**config.mk**
```make
export PLATFORM = sky130hd
export DESIGN_NAME = cm_loop_sched_flat
export DESIGN_NICKNAME = d
export VERILOG_FILES = /design/src/rtl/cm_loop_sched_if.sv /design/src/rtl/cm_loop_sched.sv /design/src/flat_wrapper.sv
export SDC_FILE = /design/constraint.sdc
export NUM_CORES = 1
export LEC_CHECK = 0
export BUFFER_PORTS_ARGS = -buffer_cell sky130_fd_sc_hd__buf_2
export CORE_MARGIN = 10
export CORE_UTILIZATION = 50
export DETAILED_ROUTE_END_ITERATION = 7
export PLACE_DENSITY = 0.75
export RECOVER_POWER = 25
export SYNTH_ARGS = -nofsm -noshare
export SYNTH_HDL_FRONTEND = slang
export SYNTH_SLANG_ARGS = --single-unit
```
**constraint.sdc**
```tcl
create_clock -name I_clk -period 3 [get_ports I_clk]
set_input_delay 0.3 -clock I_clk [delete_from_list [all_inputs] [get_ports I_clk]]
set_output_delay 0.3 -clock I_clk [all_outputs]
set_load 0.005 [all_outputs]
```
**src/rtl/cm_loop_sched_if.sv**
```systemverilog
// Handshake/bus bundle for the cm_loop_sched three-deep loop-nest scheduler.
// Optional O_cycles member exists only when CM_LOOP_SCHED_STAT_EN is defined.
interface cm_loop_sched_if #(
    parameter int unsigned C_WIDTH = 8
);
    localparam int unsigned CNT_W = 32;

    logic               I_start;
    logic [C_WIDTH-1:0] I_upper0;
    logic [C_WIDTH-1:0] I_upper1;
    logic [C_WIDTH-1:0] I_upper2;
    logic               I_rdy;
    logic               O_busy;
    logic               O_valid;
    logic [C_WIDTH-1:0] O_idx0;
    logic [C_WIDTH-1:0] O_idx1;
    logic [C_WIDTH-1:0] O_idx2;
    logic               O_last0;
    logic               O_last;
    logic               O_done;
`ifdef CM_LOOP_SCHED_STAT_EN
    logic [CNT_W-1:0]   O_cycles;
`endif

    // Requester side: issues starts/bounds and the downstream ready
    modport master (
        output I_start, I_upper0, I_upper1, I_upper2, I_rdy,
        input  O_busy, O_valid, O_idx0, O_idx1, O_idx2, O_last0, O_last, O_done
`ifdef CM_LOOP_SCHED_STAT_EN
        , input O_cycles
`endif
    );

    // Scheduler side
    modport slave (
        input  I_start, I_upper0, I_upper1, I_upper2, I_rdy,
        output O_busy, O_valid, O_idx0, O_idx1, O_idx2, O_last0, O_last, O_done
`ifdef CM_LOOP_SCHED_STAT_EN
        , output O_cycles
`endif
    );
endinterface

```
**src/rtl/cm_loop_sched.sv**
```systemverilog
// cm_loop_sched: generates row-major (idx0 fastest) index sets for a
// three-deep loop nest under a valid/ready handshake.
// Optional RUN-cycle counter O_cycles: define CM_LOOP_SCHED_STAT_EN.
module cm_loop_sched #(
    parameter int unsigned C_WIDTH = 8
) (
    input  logic          I_clk,
    input  logic          I_rst_n,
    cm_loop_sched_if.slave lp
);
    typedef enum logic [1:0] {
        ST_IDLE = 2'd0,
        ST_RUN  = 2'd1,
        ST_DONE = 2'd2
    } state_t;

    state_t             state_q;
    logic [C_WIDTH-1:0] bnd0_q, bnd1_q, bnd2_q;
    logic [C_WIDTH-1:0] idx0_q, idx1_q, idx2_q;
    logic [C_WIDTH-1:0] idx0_d, idx1_d, idx2_d;
    logic               busy_q, valid_q, done_q;
    logic               wrap0_c, wrap1_c, wrap2_c, all_wrap_c;
    logic               xfer_c, start_ok_c;

    // A zero bound is treated as one iteration
    function automatic logic [C_WIDTH-1:0] fix_bound(input logic [C_WIDTH-1:0] b);
        return (b == '0) ? C_WIDTH'(1) : b;
    endfunction

    // Wrap detection and handshake qualifiers
    assign wrap0_c    = (idx0_q == (bnd0_q - C_WIDTH'(1)));
    assign wrap1_c    = (idx1_q == (bnd1_q - C_WIDTH'(1)));
    assign wrap2_c    = (idx2_q == (bnd2_q - C_WIDTH'(1)));
    assign all_wrap_c = wrap0_c & wrap1_c & wrap2_c;
    assign xfer_c     = valid_q & lp.I_rdy;
    assign start_ok_c = (state_q == ST_IDLE) & lp.I_start;

    // Next index set: odometer step on each transfer, all-wrap returns to zero
    always_comb begin
        idx0_d = idx0_q;
        idx1_d = idx1_q;
        idx2_d = idx2_q;
        if (xfer_c) begin
            idx0_d = wrap0_c ? '0 : idx0_q + C_WIDTH'(1);
            if (wrap0_c) begin
                idx1_d = wrap1_c ? '0 : idx1_q + C_WIDTH'(1);
                if (wrap1_c) begin
                    idx2_d = wrap2_c ? '0 : idx2_q + C_WIDTH'(1);
                end
            end
        end
    end

    // Control FSM with registered busy/valid/done and bound latches
    always_ff @(posedge I_clk or negedge I_rst_n) begin
        if (!I_rst_n) begin
            state_q <= ST_IDLE;
            bnd0_q  <= C_WIDTH'(1);
            bnd1_q  <= C_WIDTH'(1);
            bnd2_q  <= C_WIDTH'(1);
            idx0_q  <= '0;
            idx1_q  <= '0;
            idx2_q  <= '0;
            busy_q  <= 1'b0;
            valid_q <= 1'b0;
            done_q  <= 1'b0;
        end else begin
            done_q <= 1'b0;
            idx0_q <= idx0_d;
            idx1_q <= idx1_d;
            idx2_q <= idx2_d;
            case (state_q)
                ST_IDLE: begin
                    if (lp.I_start) begin
                        bnd0_q  <= fix_bound(lp.I_upper0);
                        bnd1_q  <= fix_bound(lp.I_upper1);
                        bnd2_q  <= fix_bound(lp.I_upper2);
                        idx0_q  <= '0;
                        idx1_q  <= '0;
                        idx2_q  <= '0;
                        busy_q  <= 1'b1;
                        valid_q <= 1'b1;
                        state_q <= ST_RUN;
                    end
                end
                ST_RUN: begin
                    if (xfer_c && all_wrap_c) begin
                        valid_q <= 1'b0;
                        done_q  <= 1'b1;
                        state_q <= ST_DONE;
                    end
                end
                ST_DONE: begin
                    busy_q  <= 1'b0;
                    state_q <= ST_IDLE;
                end
                default: begin
                    busy_q  <= 1'b0;
                    valid_q <= 1'b0;
                    state_q <= ST_IDLE;
                end
            endcase
        end
    end

    assign lp.O_busy  = busy_q;
    assign lp.O_valid = valid_q;
    assign lp.O_done  = done_q;
    assign lp.O_idx0  = idx0_q;
    assign lp.O_idx1  = idx1_q;
    assign lp.O_idx2  = idx2_q;
    assign lp.O_last0 = valid_q & wrap0_c;
    assign lp.O_last  = valid_q & all_wrap_c;

`ifdef CM_LOOP_SCHED_STAT_EN
    localparam int unsigned CNT_W = 32;
    logic [CNT_W-1:0] cycles_q;

    // Saturating RUN-cycle counter, cleared on an accepted start
    always_ff @(posedge I_clk or negedge I_rst_n) begin
        if (!I_rst_n) begin
            cycles_q <= '0;
        end else if (start_ok_c) begin
            cycles_q <= '0;
        end else if ((state_q == ST_RUN) && (cycles_q != '1)) begin
            cycles_q <= cycles_q + CNT_W'(1);
        end
    end

    assign lp.O_cycles = cycles_q;
`else
    logic unused_start_ok;
    assign unused_start_ok = start_ok_c;
`endif

endmodule

```
**src/flat_wrapper.sv**
```systemverilog
// flat-port wrapper written by rule: the top's interface ports become plain ports
module cm_loop_sched_flat 
#(
    parameter int unsigned C_WIDTH = 8
)
  (I_clk, I_rst_n, lp_I_start, lp_I_upper0, lp_I_upper1, lp_I_upper2, lp_I_rdy, lp_O_busy, lp_O_valid, lp_O_idx0, lp_O_idx1, lp_O_idx2, lp_O_last0, lp_O_last, lp_O_done);
  cm_loop_sched_if #(.C_WIDTH(C_WIDTH)) lp_i ();
  input  logic I_clk;
  input  logic I_rst_n;
  input wire logic [$bits(lp_i.I_start)-1:0] lp_I_start;
  input wire logic [$bits(lp_i.I_upper0)-1:0] lp_I_upper0;
  input wire logic [$bits(lp_i.I_upper1)-1:0] lp_I_upper1;
  input wire logic [$bits(lp_i.I_upper2)-1:0] lp_I_upper2;
  input wire logic [$bits(lp_i.I_rdy)-1:0] lp_I_rdy;
  output wire logic [$bits(lp_i.O_busy)-1:0] lp_O_busy;
  output wire logic [$bits(lp_i.O_valid)-1:0] lp_O_valid;
  output wire logic [$bits(lp_i.O_idx0)-1:0] lp_O_idx0;
  output wire logic [$bits(lp_i.O_idx1)-1:0] lp_O_idx1;
  output wire logic [$bits(lp_i.O_idx2)-1:0] lp_O_idx2;
  output wire logic [$bits(lp_i.O_last0)-1:0] lp_O_last0;
  output wire logic [$bits(lp_i.O_last)-1:0] lp_O_last;
  output wire logic [$bits(lp_i.O_done)-1:0] lp_O_done;
  assign lp_i.I_start = lp_I_start;
  assign lp_i.I_upper0 = lp_I_upper0;
  assign lp_i.I_upper1 = lp_I_upper1;
  assign lp_i.I_upper2 = lp_I_upper2;
  assign lp_i.I_rdy = lp_I_rdy;
  assign lp_O_busy = lp_i.O_busy;
  assign lp_O_valid = lp_i.O_valid;
  assign lp_O_idx0 = lp_i.O_idx0;
  assign lp_O_idx1 = lp_i.O_idx1;
  assign lp_O_idx2 = lp_i.O_idx2;
  assign lp_O_last0 = lp_i.O_last0;
  assign lp_O_last = lp_i.O_last;
  assign lp_O_done = lp_i.O_done;
  cm_loop_sched #(.C_WIDTH(C_WIDTH)) u_core (.I_clk(I_clk), .I_rst_n(I_rst_n), .lp(lp_i));
endmodule
```
== Word level (Yosys, flattened, before mapping) ==
Index checks and enable logic that the tools add are counted.
Word-level totals
  register bits after elaboration: 53
  output and inout bits: 29
  word-level logic and storage cells: 66
Cells by class
  equal/unequal tests: 7
  add/subtract/negate cells: 6
  mux-type cells: 27
  bitwise gates (word level): 7
  reduce and logical (&&, ||, !) cells: 9
Operators with widths (number)
  $mux 8: 18
  $add 8x1->8 const B: 3
  $eq 8x8->1: 3
  $logic_not 8->1: 3
  $sub 8x1->8 const B: 3
  $reduce_and 2->1: 3
  $and 1x1->1: 5
  $mux 1: 4
  $mux 2: 2
  $pmux 2 s2: 1
  $pmux 1 s3: 1
  $reduce_and 3->1: 1
  $eq 2x1->1 const B: 1
  $eq 2x2->1 const B: 1
  $logic_not 2->1: 1
  $ne 2x1->1 const B: 1
  $ne 2x2->1 const B: 1
  $not 1->1: 2
  $pmux 1 s2: 1
  $logic_and 1x1->1: 1

== Depth between registers and ports, before layout ==
  depth after elaboration: 8
  gate-level depth with buffers: 11
  depth with buffers taken out: 9

== Worst setup path before layout ==
Ideal clock, no wire load.
  kind: register to register
  from: reg u_core.bnd0_q[0]
  to: reg u_core.idx1_q[5] (netlist: u_core.lp.O_idx1[5])
  path slack: 0.103 ns
  stages on the path, launching flop included: 10
  buffers on the path: 1
  data required time: 2.919 ns
  data arrival time: 2.816 ns
  library setup time: 0.081 ns
  cell sequence: dfstp_2 inv_1 ha_1 or3_1 a31oi_1 nand4_2 or2_1 clkbuf_1 or4_1 a21oi_1
On the way
  word-level cells in the longest chain between the ends: 6
RTL lines
  start: declaration: line cm_loop_sched.sv:18  | logic [C_WIDTH-1:0] bnd0_q, bnd1_q, bnd2_q;
  start signal: assignment: line cm_loop_sched.sv:75  | bnd0_q <= fix_bound(lp.I_upper0);
  $sub 8x1->8 *: line cm_loop_sched.sv:31  | assign wrap0_c = (idx0_q == (bnd0_q - C_WIDTH'(1)));
  $eq 8x8->1 *: line cm_loop_sched.sv:31
  $mux 8 *: line cm_loop_sched.sv:45  | if (wrap0_c) begin
  $mux 8 *: line cm_loop_sched.sv:43  | if (xfer_c) begin
  $mux 8: line cm_loop_sched.sv:74  | if (lp.I_start) begin
  $mux 8 *: line cm_loop_sched.sv:72  | case (state_q)
  end signal: assignment: line cm_loop_sched.sv:70  | idx1_q <= idx1_d;
  end: declaration: line cm_loop_sched.sv:19  | logic [C_WIDTH-1:0] idx0_q, idx1_q, idx2_q;
Mark *: on every way between the ends. The rest lies on a longest branch, timed or not.
A chain may end at the register's enable or synchronous reset.

== Worst setup path in the final report ==
  from: reg u_core.bnd1_q[3]
  to: reg u_core.idx2_q[3] (netlist: u_core.lp.O_idx2[3])
On the way
  word-level cells in the longest chain between the ends: 7
RTL lines
  start: declaration: line cm_loop_sched.sv:18
  start signal: assignment: line cm_loop_sched.sv:76  | bnd1_q <= fix_bound(lp.I_upper1);
  $sub 8x1->8 *: line cm_loop_sched.sv:32  | assign wrap1_c = (idx1_q == (bnd1_q - C_WIDTH'(1)));
  $eq 8x8->1 *: line cm_loop_sched.sv:32
  $mux 8 *: line cm_loop_sched.sv:47  | if (wrap1_c) begin
  $mux 8 *: line cm_loop_sched.sv:45
  $mux 8 *: line cm_loop_sched.sv:43
  $mux 8: line cm_loop_sched.sv:74
  $mux 8 *: line cm_loop_sched.sv:72
  end signal: assignment: line cm_loop_sched.sv:71  | idx2_q <= idx2_d;
  end: declaration: line cm_loop_sched.sv:19
Marks and branches as above.

==> metrics.txt <==
net switching power figure=0.583 mW; most instantiated library cell after synthesis=sky130_fd_sc_hd__nand2_1; reported leakage power=1.75 nW; standard cell area after detailed placement=3530 um^2; cell family with most CP delay=simple AND/OR/NAND/NOR gates; vias per inst=5.63; largest area contributor in the synthesized netlist=sky130_fd_sc_hd__dfrtp_1; number of sinks on the clock net=53; headroom to the max-slew limit=-13.5%; number of flops mapped to enable cells by yosys=0; transition time at the pin with the least slew margin=1.70 ns; Hold Fails Final Rpt=0; number of distinct library cells after synthesis=52; number of antenna cells inserted=0; critical register-to-register path endpoint=u_core.lp.O_idx2[3]; routability-driven placement congestion ratio=0.876; Clk Tree Root Cell=sky130_fd_sc_hd__clkbuf_8; clk buf depth=2; pre-CTS setup slack=0.112 ns; setup_tns=0 ns; Post-DP HPWL=about 5900 um; count of H-tree levels built during CTS=2; total area of multi-input combinational cells=about 1700 um^2; part of the Yosys area used for sequential elements=42.6%; total wirelength of the detailed-routed design=a little over 8000 um; first-pass GRT wire length=about 14000 um; reg-to-reg critical path startpoint=u_core.bnd1_q[3]; TritonCTS clock tree=built; register area=1330 um^2; post-synth design cell area=~3100 um^2; Critical Path Start Type=flop; delay of the slowest cell on the worst path=0.50 ns; number of violations of the max-capacitance limit=1; signed area change from the synthesized netlist to the final layout=19.0%; area inside the core boundary=5990 um^2; outcome=finished, violations left; Hold Crit Depth=3; number of warnings issued by yosys=0; #FFs+latches synth=53; fraction of layout cells with a size suffix above 1=23.2%; Net Count, Synth=386; type of element capturing the critical path=flop; final setup margin=0.0748 ns; max-slew violation count=31; type of the worst setup path=reg -> reg; Int Power=between 1 and 1.5 mW; Ports=57; layout filler cell count=512; worst-case reg-to-reg path depth=8; Layout Nets=456; most numerous cell types in the synthesized netlist=sky130_fd_sc_hd__nand2_1, sky130_fd_sc_hd__dfrtp_1, sky130_fd_sc_hd__xnor2_1; PnR Total Power=1.78 mW; count of nets left with antenna violations after detail routing=0; type of the tightest min-delay check=in -> reg; Clk pin slew, worst setup/hold paths=0.10 ns; Comb pwr share=around 25%; Post-Synthesis Mean Instance Area=~8.9 um^2; end point of the most critical hold path=u_core.bnd1_q[5]; number of buffer and inverter stages on the critical path=1; Initial Util=52.1%; vias in the first global route=2839; cts bufs inserted=5; VDD IR-drop max=roughly 0.27 mV; post-DR wirelength/cell=around 16 um; cell count after synthesis=352; DRC violations left=0; First-pass DRT Iterations=4; data arrival time of the critical path=3.13 ns; dominant cells by area after synthesis=sky130_fd_sc_hd__dfrtp_1, sky130_fd_sc_hd__xnor2_1, sky130_fd_sc_hd__nand2_1, sky130_fd_sc_hd__nor2_1, sky130_fd_sc_hd__dfstp_2; maximum number of pins on one net before global-route repair=31; die area=9810 um^2; series of cell instances along the critical path=or3_1 -> or4_4 -> a2111oi_4 -> nand4_4 -> buf_4 -> nor4_4 -> or2_4 -> o21ba_2; worst-path fanout max=7; final worst-path cycle share=97.5%; Critical Path Slowest Stage Cell=sky130_fd_sc_hd__or4_4; post-synthesis async set-or-reset flop share=100%; violations in the final reports=capacitance limit, slew limit; final setup vio count=0; height of the chip=99.0 um; Worst R2R Setup Slack=0.07 ns; highest clock frequency the design can meet=342 MHz; proportion of netlist area held by the largest area contributor=40.1%; switching share of power=32.9%; die width=roughly 99 um; Non-Filler Instances=498; setup repair after global routing missed its margin=true; data required time at the worst endpoint=3.20 ns; sum of overflow across all layers after global routing=0; Iteration-0 DRC Markers=125; std cell rows=28; most instantiated flip-flop cell in the synthesis netlist=sky130_fd_sc_hd__dfrtp_1; antenna violations before repair=0; power density normalized to cell area=478 nW/um^2; final std cell area, no fill=3720 um^2; clock insertion delay at the later pin of the skew report=0.32 ns; share of total power in the clock network=24.2%; placed instance count=482; startpoint of the tightest hold check path=lp_I_upper1[5]; All-Layer GR Usage=around 16%; final critical path time including I/O delays and setup=2.93 ns; Clock Skew=0.0131 ns; number of port buffers=56; sequential share of power=50.5%; Vias=2806
cell families (layout without fill, tap and decap cells):
kind of cell / Yosys count / count (layout) / share of synthesized area (%)
DFF: 53 / 53 / 42.6
adders and majority gates: 6 / 6 / 2.40
buffers and inverters: 25 / 96 / 3.24
AOI/OAI and AO/OA: 50 / 50 / 10.8
and+or+nand+nor: 177 / 177 / 29.4
xor gates and xnor gates: 41 / 41 / 11.5
area by class of cell:
| cell class | count | share of cell area [%] |
|---|---|---|
| clock buffers | 6 | 2.22 |
| inverters | 14 | 1.41 |
| flip-flops and latches | 53 | 35.8 |
| well taps | 75 | 2.52 |
| multi-input cells | 274 | 46.3 |
| repair buffers | 74 | 11.4 |
| clock inverters | 2 | 0.370 |
worst max-delay path by stage:
| stage | endpoint | slack, ns | cells after the start | from |
|---|---|---|---|---|
| final | u_core.lp.O_idx2[3] | 0.07 | 8 | u_core.bnd1_q[3] |
| after detailed placement | u_core.lp.O_idx2[3] | 0.11 | 7 | u_core.bnd1_q[3] |
| after global routing | u_core.lp.O_idx2[3] | -0.03 | 8 | u_core.bnd1_q[3] |
| after global placement | u_core.lp.O_idx2[3] | 0.18 | 7 | u_core.bnd1_q[3] |
| after CTS | lp_O_last | 0.005 | 6 | u_core.bnd1_q[3] |
| after floorplan | u_core.lp.O_idx1[5] | 0.10 | 9 | u_core.bnd0_q[0] |
state kept, by name, indices dropped and copies added (netlist names), 2 cells and up:
name and count:
u_core.bnd0_q 8, u_core.bnd1_q 8, u_core.bnd2_q 8, u_core.lp.O_idx0 8, u_core.lp.O_idx1 8, u_core.lp.O_idx2 8, u_core.state_q 2
cell usage in the layout (no fill, tap or decap), types with 3 or more instances in the layout:
master	synthesis	routed
sky130_fd_sc_hd__nand2_1	71	71
sky130_fd_sc_hd__buf_2	0	55
sky130_fd_sc_hd__dfrtp_1	50	49
sky130_fd_sc_hd__xnor2_1	34	34
sky130_fd_sc_hd__nor2_1	24	24
sky130_fd_sc_hd__buf_4	0	16
sky130_fd_sc_hd__a21oi_1	15	15
sky130_fd_sc_hd__inv_1	14	14
sky130_fd_sc_hd__nor3_1	14	14
sky130_fd_sc_hd__o21ai_0	12	12
sky130_fd_sc_hd__nand3_1	12	12
sky130_fd_sc_hd__nor4_1	12	11
sky130_fd_sc_hd__xor2_1	7	7
sky130_fd_sc_hd__ha_1	6	6
sky130_fd_sc_hd__clkbuf_8	0	6
sky130_fd_sc_hd__nand4_1	5	5
sky130_fd_sc_hd__a31oi_1	5	4
sky130_fd_sc_hd__nand2b_1	4	4
sky130_fd_sc_hd__and3_1	4	4
sky130_fd_sc_hd__nor2b_1	3	3
sky130_fd_sc_hd__or3_1	3	3
sky130_fd_sc_hd__o31ai_1	3	3
sky130_fd_sc_hd__a211oi_1	3	3
sky130_fd_sc_hd__dfstp_2	3	3
metal layers:
layer / track usage [%] / share of wire, %
met3: 4.26 / 6.0
met2: 27.9 / 49
met5: 0 / 0
met1: 19.9 / 44
met4: 4.30 / 1.2
worst register-to-register path, stage by stage (launching register included):
cell and delay, ns:
sky130_fd_sc_hd__dfrtp_2 0.45, sky130_fd_sc_hd__or3_1 0.39, sky130_fd_sc_hd__or4_4 0.50, sky130_fd_sc_hd__a2111oi_4 0.41
sky130_fd_sc_hd__nand4_4 0.18, sky130_fd_sc_hd__buf_4 0.21, sky130_fd_sc_hd__nor4_4 0.30, sky130_fd_sc_hd__or2_4 0.21
sky130_fd_sc_hd__o21ba_2 0.16
per-stage QoR:
stage | utilization [%] | hold WS [ns]
after global placement | 58.9 | 0.377
after global routing | 62.1 | 0.198
after detailed placement | 58.9 | 0.387
final | 62.1 | 0.183
after CTS | 60.9 | 0.0487
after floorplan | - | 0.00441
what timing repair did:
item	4_1_cts	5_1_grt
endpoints found under the hold margin	0	0
resized for setup	1	4
setup buffers	2	6
setup endpoints to repair	1	9
hold buffers	0	0
pin swaps	2	5
power groups by stage:
stage / clock network (mW) / logic, mW / registers [mW]
final: 0.430 / 0.449 / 0.896
after global routing: 0.467 / 0.502 / 0.913
after CTS: 0.436 / 0.432 / 0.896
after detailed placement: 0 / 0.425 / 0.909
after global placement: 0 / 0.410 / 0.906
after floorplan: 0 / 0.272 / 0.887
Note: power is estimated with default switching activity, not from simulation.
